**src/rtl/sys_defs_pkg.sv**
```systemverilog
// Shared front-end definitions: fetch entry bundle, history width,
// default reset PC and fetch state encoding.
package sys_defs;

    localparam int GHR_BITS = 8;
    localparam logic [31:0] DEFAULT_RESET_PC = 32'h0000_0000;

    typedef struct packed {
        logic [31:0]         pc;
        logic [31:0]         inst;
        logic                pred_taken;
        logic [31:0]         pred_target;
        logic [GHR_BITS-1:0] ghr;
    } FETCH_ENTRY;

    typedef enum logic [1:0] {
        FETCH_REQ,
        FETCH_WAIT,
        FETCH_HOLD,
        FETCH_DROP
    } fetch_state_t;

endpackage

```
**src/rtl/fetch_next_pc.sv**
```systemverilog
// Next-PC selection: sequential vs predicted target, plus the
// word-aligned redirect PC.
module fetch_next_pc (
    input  logic        [31:0] pc,
    input  logic               bp_taken,
    input  logic        [31:0] bp_target,
    input  logic        [31:0] redirect_pc,
    output logic        [31:0] next_pc,
    output logic        [31:0] redirect_aligned
);

    logic [31:0] seq_pc;

    assign seq_pc = pc + 32'd4;

    always_comb begin
        next_pc = bp_taken ? {bp_target[31:2], 2'b00} : seq_pc;
        redirect_aligned = {redirect_pc[31:2], 2'b00};
    end

endmodule

```
**src/rtl/fetch_stage.sv**
```systemverilog
// Fetch stage: one outstanding imem request, predictor sampling and
// ibuf push. FETCH_RESP_BYPASS_EN enables same-cycle response push.
module fetch_stage
    import sys_defs::*;
#(
    parameter logic [31:0] RESET_PC = DEFAULT_RESET_PC,
    parameter int          GH       = GHR_BITS
) (
    input  logic          clock,
    input  logic          reset,
    input  logic          flush_i,
    input  logic [31:0]   redirect_pc_i,
    output logic          imem_req_o,
    output logic [31:0]   imem_addr_o,
    input  logic          imem_gnt_i,
    input  logic          imem_rvalid_i,
    input  logic [31:0]   imem_rdata_i,
    input  logic          bp_taken_i,
    input  logic [31:0]   bp_target_i,
    input  logic [GH-1:0] ghr_i,
    input  logic          ibuf_full_i,
    output logic          ibuf_push_o,
    output FETCH_ENTRY    ibuf_entry_o
);

    fetch_state_t state_q;
    fetch_state_t state_d;
    logic [31:0]  pc_q;
    logic [31:0]  pc_d;
    logic [31:0]  next_pc;
    logic [31:0]  redirect_pc;
    FETCH_ENTRY   hold_q;
    logic         granted;
    logic         latch_req;
    logic         capture;

    fetch_next_pc u_next_pc (
        .pc               (pc_q),
        .bp_taken         (bp_taken_i),
        .bp_target        (bp_target_i),
        .redirect_pc      (redirect_pc_i),
        .next_pc          (next_pc),
        .redirect_aligned (redirect_pc)
    );

    assign granted   = (state_q == FETCH_REQ) && imem_gnt_i;
    assign latch_req = granted && !flush_i;
    assign capture   = (state_q == FETCH_WAIT) && imem_rvalid_i
                       && !flush_i;

    always_ff @(posedge clock) begin
        if (reset) begin
            state_q <= FETCH_REQ;
            pc_q    <= RESET_PC;
            hold_q  <= '0;
        end else begin
            state_q <= state_d;
            pc_q    <= pc_d;
            if (latch_req) begin
                hold_q.pc          <= pc_q;
                hold_q.pred_taken  <= bp_taken_i;
                hold_q.pred_target <= bp_target_i;
                hold_q.ghr         <= GHR_BITS'(ghr_i);
            end
            if (capture) begin
                hold_q.inst <= imem_rdata_i;
            end
        end
    end

    always_comb begin
        pc_d = pc_q;
        if (flush_i) begin
            pc_d = redirect_pc;
        end else if (granted) begin
            pc_d = next_pc;
        end
    end

    // A flush with a request still in flight must swallow its response.
    always_comb begin
        state_d = state_q;
        if (flush_i) begin
            if (granted ||
                ((state_q == FETCH_WAIT || state_q == FETCH_DROP)
                 && !imem_rvalid_i)) begin
                state_d = FETCH_DROP;
            end else begin
                state_d = FETCH_REQ;
            end
        end else begin
            unique case (state_q)
                FETCH_REQ: begin
                    if (imem_gnt_i) state_d = FETCH_WAIT;
                end
                FETCH_WAIT: begin
                    if (imem_rvalid_i) begin
`ifdef FETCH_RESP_BYPASS_EN
                        state_d = ibuf_full_i ? FETCH_HOLD : FETCH_REQ;
`else
                        state_d = FETCH_HOLD;
`endif
                    end
                end
                FETCH_HOLD: begin
                    if (!ibuf_full_i) state_d = FETCH_REQ;
                end
                FETCH_DROP: begin
                    if (imem_rvalid_i) state_d = FETCH_REQ;
                end
                default: state_d = FETCH_REQ;
            endcase
        end
    end

    always_comb begin
        imem_req_o   = 1'b0;
        ibuf_push_o  = 1'b0;
        ibuf_entry_o = hold_q;
        imem_addr_o  = pc_q;
        if (!reset) begin
            unique case (state_q)
                FETCH_REQ: imem_req_o = 1'b1;
                FETCH_WAIT: begin
`ifdef FETCH_RESP_BYPASS_EN
                    if (imem_rvalid_i && !ibuf_full_i && !flush_i) begin
                        ibuf_push_o       = 1'b1;
                        ibuf_entry_o.inst = imem_rdata_i;
                    end
`endif
                end
                FETCH_HOLD: ibuf_push_o = !ibuf_full_i && !flush_i;
                default: ;
            endcase
        end
    end

endmodule

```
**config.mk**
```make
export PLATFORM = sky130hd
export DESIGN_NAME = fetch_stage
export DESIGN_NICKNAME = d
export VERILOG_FILES = /design/src/rtl/sys_defs_pkg.sv /design/src/rtl/fetch_next_pc.sv /design/src/rtl/fetch_stage.sv
export SDC_FILE = /design/constraint.sdc
export NUM_CORES = 1
export LEC_CHECK = 0
export ABC_CLOCK_PERIOD_IN_PS = 6100
export BUFFER_PORTS_ARGS = -buffer_cell sky130_fd_sc_hd__buf_4
export CAP_MARGIN = 20
export CORE_MARGIN = 10
export CORE_UTILIZATION = 30
export DETAILED_ROUTE_END_ITERATION = 7
export HOLD_SLACK_MARGIN = 0.15
export PLACE_DENSITY_LB_ADDON = 0.1
export SLEW_MARGIN = 10
export SYNTH_ARGS = -nofsm -noshare
export SYNTH_HDL_FRONTEND = slang
export SYNTH_SLANG_ARGS = --single-unit
export TNS_END_PERCENT = 100
```
**constraint.sdc**
```tcl
create_clock -name clock -period 6.1 [get_ports clock]
set_clock_uncertainty 0.05 [all_clocks]
set_input_delay 0.61 -clock clock [delete_from_list [all_inputs] [get_ports clock]]
set_output_delay 0.61 -clock clock [all_outputs]
set_load 0.02 [all_outputs]
```
### Word-level counts from Yosys, hierarchy flattened

Cells that the tools add are included.

* logic and storage cells: 45
* output and inout port bits: 139
* register bits: 139

* $add $sub $neg: 1
* reductions and logical operators: 15
* multiplexer cells: 14
* equality and inequality tests: 7

Operator list (number)
* $mux W32: 3
* $add A32 B3 Y32 const B: 1
* $mux W2: 6
* $ne A3 B3 Y1 const B: 4
* $pmux W2 S4: 1
* $logic_and A1 B1 Y1: 6
* $eq A2 B2 Y1 const B: 2
* $mux W1: 4
* $reduce_and A4 Y1: 1
* $logic_not A1 Y1: 3
* $eq A2 B1 Y1 const B: 1
* $logic_not A2 Y1: 1
* $logic_or A1 B1 Y1: 2
* $reduce_bool A2 Y1: 1
* $reduce_or A2 Y1: 1

### Longest topological paths before layout

Gate-level depths: netlist (run 1).

* depth after elaboration: 6
* gate-level depth with buffers: 8

### Modules after synthesis

Synthesis (run 1) repeated with hierarchy kept, for this count alone.

* cells, all modules: 836
* area, all modules: 6535.0 sq um

By module, submodules not included
* fetch_stage: area an instance 5270.1 sq um, cells each 628, instances 1
* fetch_next_pc: area an instance 1265.0 sq um, cells each 208, instances 1

### Worst setup path after synthesis (run 1)

Ideal clock, no wire load.

* path type: in2out
* from: input reset
* to: output ibuf_push_o
* path buffers: 2
* stages on the path: 4
* data required time: 5.440 ns
* setup slack: 3.556 ns
* arrival time: 1.884 ns
* cell sequence: clkbuf_1 > or2_2 > clkbuf_1 > nor4b_1

* longest elaborated chain between the ends: 1

Ends and longest elaborated chain
* from (decl): line fetch_stage.sv:10 `input logic reset,`
* $mux W1: line fetch_stage.sv:121 `if (!reset) begin`
* to (decl): line fetch_stage.sv:22 `output logic ibuf_push_o,`

No other way between the ends.

### Worst setup path after layout (run 1)

* from: input flush_i
* to: output ibuf_push_o

* longest elaborated chain between the ends: 4

Ends and longest elaborated chain
* from (decl): line fetch_stage.sv:11 `input logic flush_i,`
* $logic_not A1 Y1: line fetch_stage.sv:132 `FETCH_HOLD: ibuf_push_o = !ibuf_full_i && !flush_i;`
* $logic_and A1 B1 Y1: line fetch_stage.sv:132
* $mux W1: line fetch_stage.sv:122 `unique case (state_q)`
* $mux W1: line fetch_stage.sv:121

No other way between the ends.

==> results.ini, run 1 <==
[cells_and_area]
nNetsFinal = 1127
diodes = 0
seq_area_sq_um = 2780
drive_gt1_share_pct = 29.4
synthToLayoutAreaGrowth_pct = 44.6
multiInputGateArea_sq_um = 3050
fill_cells = 2056
fin_area_sq_um = 8800

[clocking]
clock_latency_ps = 410
cts_setup_buffers = 0
htree_levels = 4
cts_resized = 0
clock-sinks = 139
hold_buffers = 0
cts_tree = built
clkSlewWorstSetupHoldPaths_ps = 60
root_buffer = clkbuf_16
cts_made_buffers = 17
clockBufferDepth = 2

[global_routing]
grt-ovfl-total = 0
antenna_found_initial = 0
grt_max_degree = 80
grt_use_total_pct = 17.7
grt_pass1_vias = 6087
grt_pass1_wl_mm = 37.0

[setup_path]
arrival_ps = 2020
required_ps = 5440
critical_path_class = input port to output port
path_max_fanout = 58
crit_path_start_kind = input port
reg2regPathDepth = 5
cp-end-kind = output port

[die]
row_count = 52
die_y_um = 162
core_sq_um = 20100
io-pin-count = 250
die_w_um = 162
start_util_pct = 30.3
die-area_sq_um = 26400

[timing]
finalSetupViolations = 0
slew_viol_final = 0
tightest_slew_ps = 930
grt_setup_unrepaired = no
timing.final.crit_share_pct = 43.9
fmax_ghz = 0.374
finalHoldViolCount = 0
finalCriticalPeriod_ps = 2680
slew_headroom_pct = 38.0
setup_ws_ps = 3420
hold_ws_ps = 387
setup_tns_ps = 0

[yosys]
ys.flop_type = dfxtp_1
synthArstFlopShare_pct = 0
synth_top_family_by_area = simple AND/OR/NAND/NOR gates
synth_compound_area_share_pct = 20.5
synth_area_leader_cell = dfxtp_1
synthDistinctLibCells = 58
synth_common_cells = nand2_1 (252), a21oi_1 (142), dfxtp_1 (139), clkbuf_1 (50), nor2_1 (36)
synth_top_area_share_pct = 45.7
ys_ff_latch = 139
ys_warn_count = 0
netlist_area_sq_um = 6090
avgSynthCellArea_sq_um = 7.58
synth_fa_ha_area_share_pct = 0.206
synth_edf_count = 0
yosys.area_share.simple_pct = 26.7
muxShareOfSynthArea_pct = 0.987
syn_inst = 803
ys_top_cells_by_area = dfxtp_1 (46%), nand2_1 (16%), a21oi_1 (12%)
synth.most_common_cell = nand2_1
synth_xor_area_share_pct = 1.44
synth_fp_nets = 915
seq_area_frac_synth_pct = 45.7

[place]
port-buffer-count = 247
placed_cell_area_sq_um = 8120
place_congestion = 0.779
post-place-ws_ps = 3110
dp_hpwl_mm = 17.0

[pwr]
power_uw = 2550
power_density_nw_per_um2 = 290
ir_drop_mv = 0.191
leakage_uw = 0.00359

[detailed_routing]
vias = 6390
finalWirelength_mm = 24.1
drtAntennaViolNets = 0
route.detailed.drc = 0
avgRoutedWirePerCell_um = 18.6
vias_per_cell = 4.93
drt_pass1_iterations = 5
initialDrtViolationCount = 389

[job]
maxCapViolations = 0

[worst_hold_path]
hold_path.class = input port to flop
holdPathStages = 3

[status]
status = completed

## logic make-up (layout without fill, tap and decap cells)
| kind of cell | after synthesis | count (layout) |
|---|---|---|
| fa+ha+maj | 1 | 1 |
| mux | 6 | 6 |
| simple gates | 364 | 364 |
| compound gates | 215 | 215 |
| xor+xnor | 10 | 10 |
| flops | 139 | 139 |
| buf+inv | 68 | 292 |
## state kept, by name, indices dropped and copies added, names as in the netlist
| name | cells |
|---|---|
| state_q | 2 |
| ibuf_entry_o | 105 |
| imem_addr_o | 32 |
## critical path, stage by stage
cell and delay [ps]:
buf_4 130, buf_4 310, or2_2 480, nor4b_1 270, buf_4 200
## through the flow
step / cells / util [%]
finish: 1297 / 43.8
global route: 1297 / 43.8
CTS: 1297 / 43.8
floorplan: 803 / -
detailed placement: 1266 / 40.4
global placement: 1265 / 40.3
## placed cells by master, fill, tap and decap left out, types with 6 or more instances in the layout
cell type and n:
or3_1 7, mux2i_1 6, nor3_1 7, nand2_1 251, and3_1 6, o21ai_0 19
nand3_1 20, dfxtp_1 139, xor2_1 6, a21oi_1 142, nor2_1 35, clkbuf_16 17
o32ai_1 10, nand4_1 6, buf_4 255, bufinv_16 6, a221oi_1 6
## layer usage
layer	wire, um	GRT usage, %
met2	11100	26.6
met3	2060	5.99
met5	0	0
met1	10700	23.7
met4	274	4.84
## final cells by class
cell class | instances | share of cell area [%]
well taps | 270 | 3.84
clock buffers | 20 | 5.30
multi-input cells | 596 | 34.6
flip-flops and latches | 139 | 31.6
repair buffers | 256 | 22.0
inverters | 5 | 0.213
clock inverters | 11 | 2.44
## power breakdown
group	switching, uW	total, uW	internal, uW	leakage [uW]
clock network	408	1210	798	0.000332
registers	45.0	991	946	0.00113
logic	206	354	148	0.00213
total	658	2550	1890	0.00359
## worst paths after layout
path	from	endpoint	slack (ps)
worst max-delay path	flush_i	ibuf_push_o	3420
worst min-delay path	imem_rdata_i[6]	ibuf_entry_o[47]$_SDFFE_PP0P_	390
worst max register to register	imem_addr_o[14]$_SDFFE_PP0P_	imem_addr_o[31]$_SDFFE_PP0P_	3750
worst min register to register	ibuf_entry_o[73]$_SDFFE_PP0P_	ibuf_entry_o[73]$_SDFFE_PP0P_	400
Power figures use the tool's default switching activity.
==> inputs of run 2 (changes only) <==
Settings changed: ABC_AREA set to 1, ABC_CLOCK_PERIOD_IN_PS 6100 to 2200.
Clock period 6.1 ns to 2.2 ns, I/O delays scaled along.
==> run 2 against run 1 <==
Net effect:
- sequential power rose to 2.8 times the previous value
- routed wire length rose by 7.9%
- sequential share of layout area is 4.0 points lower
- cell count is 20% higher
- worst hold slack worse by 180 ps
- synthesized area increased by 3.0%
- design area grew 14%
==> results.ini, run 2 <==
[setup_path]
slowest_delay_ps = 560
cp_cell_sequence = inv_2 -> nand3_2 -> inv_2 -> nand2_2 -> buf_12 -> nor2_1 -> o21ai_0 -> a31oi_1 -> dlygate4sd3_1
arrival_ps = 2240
critPathBufInv = 4
worst_path_most_repeated_cell = inv_2
path_max_fanout = 32
crit_path_start_kind = flop
ff2ff_setup_slack_ps = 220
required_ps = 2460
critical_path_class = flop to flop
cp_slowest_cell = dlygate4sd3_1
cp-end-kind = flop
path_delay_family = buffers and inverters

[die]
io-pin-count = 250
die-area_sq_um = 27100
die_w_um = 165
core_sq_um = 20400
die_y_um = 165
row_count = 52
start_util_pct = 30.8

[detailed_routing]
finalWirelength_mm = 26.0
drt_pass1_iterations = 5
drtAntennaViolNets = 0
route.detailed.drc = 0
avgRoutedWirePerCell_um = 16.8
vias_per_cell = 4.60
vias = 7131
initialDrtViolationCount = 535

[clocking]
cts_tree = built
root_buffer = clkbuf_16
htree_levels = 4
clock_latency_ps = 420
clkSlewWorstSetupHoldPaths_ps = 60
clockBufferDepth = 2
clock-sinks = 139
cts_resized = 0
cts_made_buffers = 17

[yosys]
synth.most_common_cell = nand2_1
synth_top_area_share_pct = 44.4
synth_area_leader_cell = dfxtp_1
netlist_area_sq_um = 6270
synth_common_cells = nand2_1 (247), nor2_1 (161), dfxtp_1 (139), a21oi_1 (93), o21ai_0 (89)
seq_area_frac_synth_pct = 44.4
avgSynthCellArea_sq_um = 6.74
ys.flop_type = dfxtp_1
synth_edf_count = 0
synth_fp_nets = 1042
synthDistinctLibCells = 28
synthArstFlopShare_pct = 0
ys_ff_latch = 139
ys_warn_count = 0
ys_top_cells_by_area = dfxtp_1 (44%), nand2_1 (15%), nor2_1 (9.6%)
syn_inst = 930

[timing]
slew_viol_final = 0
grt_setup_unrepaired = no
finalHoldViolCount = 0
fmax_ghz = 0.505
finalCriticalPeriod_ps = 1980
slew_headroom_pct = 65.9
tightest_slew_ps = 511
finalSetupViolations = 0
setup_ws_ps = 222
setup_tns_ps = 0
timing.final.crit_share_pct = 89.9

[place]
port-buffer-count = 247
post-place-ws_ps = 432
dp_hpwl_mm = 18.7
place_congestion = 0.869

[cells_and_area]
nNetsFinal = 1380
largest_register_ffs = 105
layout_common_cells = buf_4 (262), nand2_1 (246), nor2_1 (161)
drive_gt1_share_pct = 24.8
fill_cells = 2080
fin_util_pct = 49.4
layout.cells.most_common = buf_4
diodes = 0
synthToLayoutAreaGrowth_pct = 60.5

[pwr]
switching_share_pct = 28.0
power_frac_comb_pct = 18.0
power_frac_clock_pct = 43.1
ir_drop_mv = 0.481
leakage_uw = 0.00435
p_sw_uw = 2000
power_density_nw_per_um2 = 709
power_frac_seq_pct = 38.9
power_uw = 7130
p_int_uw = 5130

[job]
maxCapViolations = 0

[status]
status = completed

[global_routing]
grt_use_met3_pct = 4.66
grt_use_total_pct = 18.6
antenna_found_initial = 0
grt_pass1_wl_mm = 39.5
grt-busiest-layer = met2
grt_pass1_vias = 6955
grt_max_degree = 102
use_met2_pct = 28.2
grt_use_met1_pct = 25.1
grt-ovfl-total = 0

[worst_hold_path]
hold_path.class = input port to flop

==> run 2: cell types whose count changed after synthesis, moves of 8 or more <==
| cell | previous run | this run |
|---|---|---|
| inv_1 | 5 | 57 |
| o32ai_1 | 10 | 0 |
| a31oi_1 | 3 | 11 |
| nand3_1 | 20 | 44 |
| nor2_1 | 36 | 161 |
| a21oi_1 | 142 | 93 |
| o21ai_0 | 19 | 89 |
| clkbuf_1 | 50 | 25 |
==> run 2: layout make-up <==
type                    instances  area [sq um]  area share, %
inverters                      60           225           2.24
well taps                     270           338           3.36
flip-flops and latches        139          2780           27.7
multi-input cells             677          2980           29.6
clock inverters                12           159           1.58
repair buffers                373          3110           30.9
clock buffers                  20           467           4.64
==> run 2: through the flow <==
stage               hold WS [ps]  instance area (sq um)  cells
floorplan                    313                   6270    930
global placement             402                   8330   1410
CTS                          201                  10000   1550
global route                 259                  10100   1551
detailed placement           405                   8330   1410
finish                       212                  10100   1551
==> run 2: layer usage <==
layer / share of wire [%] / routed length [um]
met3: 6.4 / 1660
met1: 47 / 12200
met5: 0 / 0
met2: 45 / 11700
met4: 1.8 / 470
==> run 2: worst register-to-register path: stages (launching register included) <==
cell	delay, ps
dfxtp_1	390
inv_2	80
nand3_2	120
inv_2	50
nand2_2	180
buf_12	220
nor2_1	70
o21ai_0	70
a31oi_1	90
dlygate4sd3_1	560
==> run 2: what timing repair did <==
action / in CTS / in global routing
endpoints found under the setup margin: 0 / 1
endpoints found under the hold margin: 107 / 0
buffers inserted: 0 / 0
hold buffers: 108 / 0
==> run 2: path summary, 6_finish.rpt <==
| kind | cells after the start | start | endpoint |
|---|---|---|---|
| max | 9 | state_q[0]$_SDFFE_PP0P_ | imem_addr_o[6]$_SDFFE_PP0P_ |
| min | 6 | flush_i | state_q[1]$_SDFFE_PP0P_ |
| max reg2reg | 9 | state_q[0]$_SDFFE_PP0P_ | imem_addr_o[6]$_SDFFE_PP0P_ |
| min reg2reg | 2 | ibuf_entry_o[36]$_SDFFE_PP0P_ | ibuf_entry_o[36]$_SDFFE_PP0P_ |
==> run 2: power groups by stage <==
| stage | clock (uW) | sequential, uW | combinational [uW] |
|---|---|---|---|
| after floorplan | 0 | 2970 | 429 |
| after global placement | 0 | 2820 | 1120 |
| after detailed placement | 0 | 2820 | 1120 |
| after CTS | 3150 | 2770 | 1290 |
| after global routing | 3250 | 2790 | 1410 |
| final | 3070 | 2770 | 1280 |
==> run 2: logic make-up (layout without fill, tap and decap cells) <==
kind of cell	Yosys count	in the layout	share of synthesized area [%]
fa+ha+maj	1	1	0.200
simple gates	477	477	30.8
compound gates	194	194	15.7
buf+inv	114	465	8.16
flops	139	139	44.4
xor+xnor	5	5	0.699
==> inputs of run 3 (changes only) <==
Settings changed: BUFFER_PORTS_ARGS -buffer_cell sky130_fd_sc_hd__buf_4 to unset, DONT_BUFFER_PORTS set to 1.
==> run 3 against run 2 <==
Net effect:
- sequential power increased by 5%
- routed wire length increased by 0.28%
- sequential cell count unchanged
- largest cell class is now multi-input gates
==> results.ini, run 3 (same netlist as run 2, synthesis figures left out) <==
[status]
status = completed

[setup_path]
required_ps = 2450
cp-end-kind = flop
path_max_fanout = 5
arrival_ps = 2360
crit_path_start_kind = flop
critical_path_class = flop to flop

[die]
die-area_sq_um = 27100
io-pin-count = 250
core_sq_um = 20400
row_count = 52
die_y_um = 165
start_util_pct = 30.8
die_w_um = 165

[worst_hold_path]
hold_path.class = input port to flop

[detailed_routing]
vias = 6343
finalWirelength_mm = 26.1
initialDrtViolationCount = 523
drtAntennaViolNets = 0
avgRoutedWirePerCell_um = 19.5
drt_pass1_iterations = 5
vias_per_cell = 4.74
route.detailed.drc = 0

[timing]
grt_setup_unrepaired = yes
timing.final.crit_share_pct = 96.0
finalCriticalPeriod_ps = 2110
slew_headroom_pct = 69.7
fmax_ghz = 0.474
slew_viol_final = 0
tightest_slew_ps = 453
finalHoldViolCount = 0
finalSetupViolations = 0

[cells_and_area]
layout.cells.most_common = nand2_1
fill_cells = 2132
nNetsFinal = 1166
fin_util_pct = 42.1
diodes = 0
drive_gt1_share_pct = 8.90
synthToLayoutAreaGrowth_pct = 36.7
layout_common_cells = nand2_1 (245), nor2_1 (160), dfxtp_1 (139)
largest_register_ffs = 105
seq_area_sq_um = 2780
fin_cells = 1337
multiInputGateArea_sq_um = 2990

[clocking]
clock_latency_ps = 420
root_buffer = clkbuf_16
clkSlewWorstSetupHoldPaths_ps = 70
clock-sinks = 139
cts_tree = built
clockBufferDepth = 2
cts_made_buffers = 17
htree_levels = 4

[pwr]
ir_drop_mv = 0.414
power_uw = 6950
power_density_nw_per_um2 = 811
leakage_uw = 0.00328

[global_routing]
grt_pass1_vias = 6153
grt_pass1_wl_mm = 37.7
grt_use_total_pct = 18.0
grt-ovfl-total = 0
antenna_found_initial = 0
grt_max_degree = 102

[place]
dp_cells = 1180
port-buffer-count = 0
place_congestion = 0.839
dp_hpwl_mm = 18.3

[job]
maxCapViolations = 0

run 3: changes by cell type in the layout (fill, tap and decap cells not counted), sizes merged:
cell / change
buf: -226
bufinv: +1
clkinv: +3
clkbuf: -2
dlymetal6s4s: +1
dlygate4sd3: +10
inv: -1
run 3: path summary, 6_finish.rpt:
check | startpoint | cells after the start | slack (ps) | end
setup / recovery | imem_addr_o[2]$_SDFFE_PP0P_ | 8 | 90 | imem_addr_o[10]$_SDFFE_PP0P_
hold / removal | bp_target_i[15] | 4 | 180 | imem_addr_o[15]$_SDFFE_PP0P_
setup reg to reg | imem_addr_o[2]$_SDFFE_PP0P_ | 8 | 90 | imem_addr_o[10]$_SDFFE_PP0P_
hold reg to reg | ibuf_entry_o[6]$_SDFFE_PP0P_ | 2 | 520 | ibuf_entry_o[6]$_SDFFE_PP0P_
run 3: layout make-up:
cell class	instances	share of cell area, %
multi-input cells	677	34.9
clock inverters	15	2.48
well taps	270	3.94
inverters	60	2.64
flip-flops and latches	139	32.5
repair buffers	159	18.6
clock buffers	17	4.96
run 3: routing by layer:
metal | track usage, % | vias up | part of all wire (%)
met4 | 4.75 | 0 | 1.7
met1 | 23.8 | 2901 | 45
met2 | 26.9 | 201 | 45
li1 | - | 3217 | -
met3 | 6.75 | 24 | 8.6
met5 | 0 | - | 0
run 3: worst max-delay path, cell delays in order, from the launching register on:
cell	delay [ps]
dfxtp_1	340
ha_1	220
nand2_1	110
nor2_4	180
nand2_2	120
xor2_1	160
o21ai_0	170
dlygate4sd3_1	580
a21oi_1	60
run 3: metrics by stage:
| stage | TNS (ps) | worst slack, ps | hold WS, ps | instance area (sq um) |
|---|---|---|---|---|
| after floorplan | 0 | 474 | 313 | 6270 |
| after global placement | 0 | 432 | 259 | 6600 |
| after detailed placement | 0 | 429 | 260 | 6600 |
| after CTS | 0 | 1.29 | 154 | 8480 |
| after global routing | -66.8 | -66.8 | 191 | 8570 |
| final | 0 | 88.2 | 175 | 8570 |
run 3: what timing repair did:
item,4_1_cts,5_1_grt
gates resized for setup,0,6
endpoints found under the hold margin,112,0
setup buffers,0,2
endpoints found under the setup margin,0,5
hold buffers,121,0
run 3: where the power goes:
part | switching [uW] | internal (uW)
logic | 515 | 367
clock network | 1230 | 1920
registers | 256 | 2660
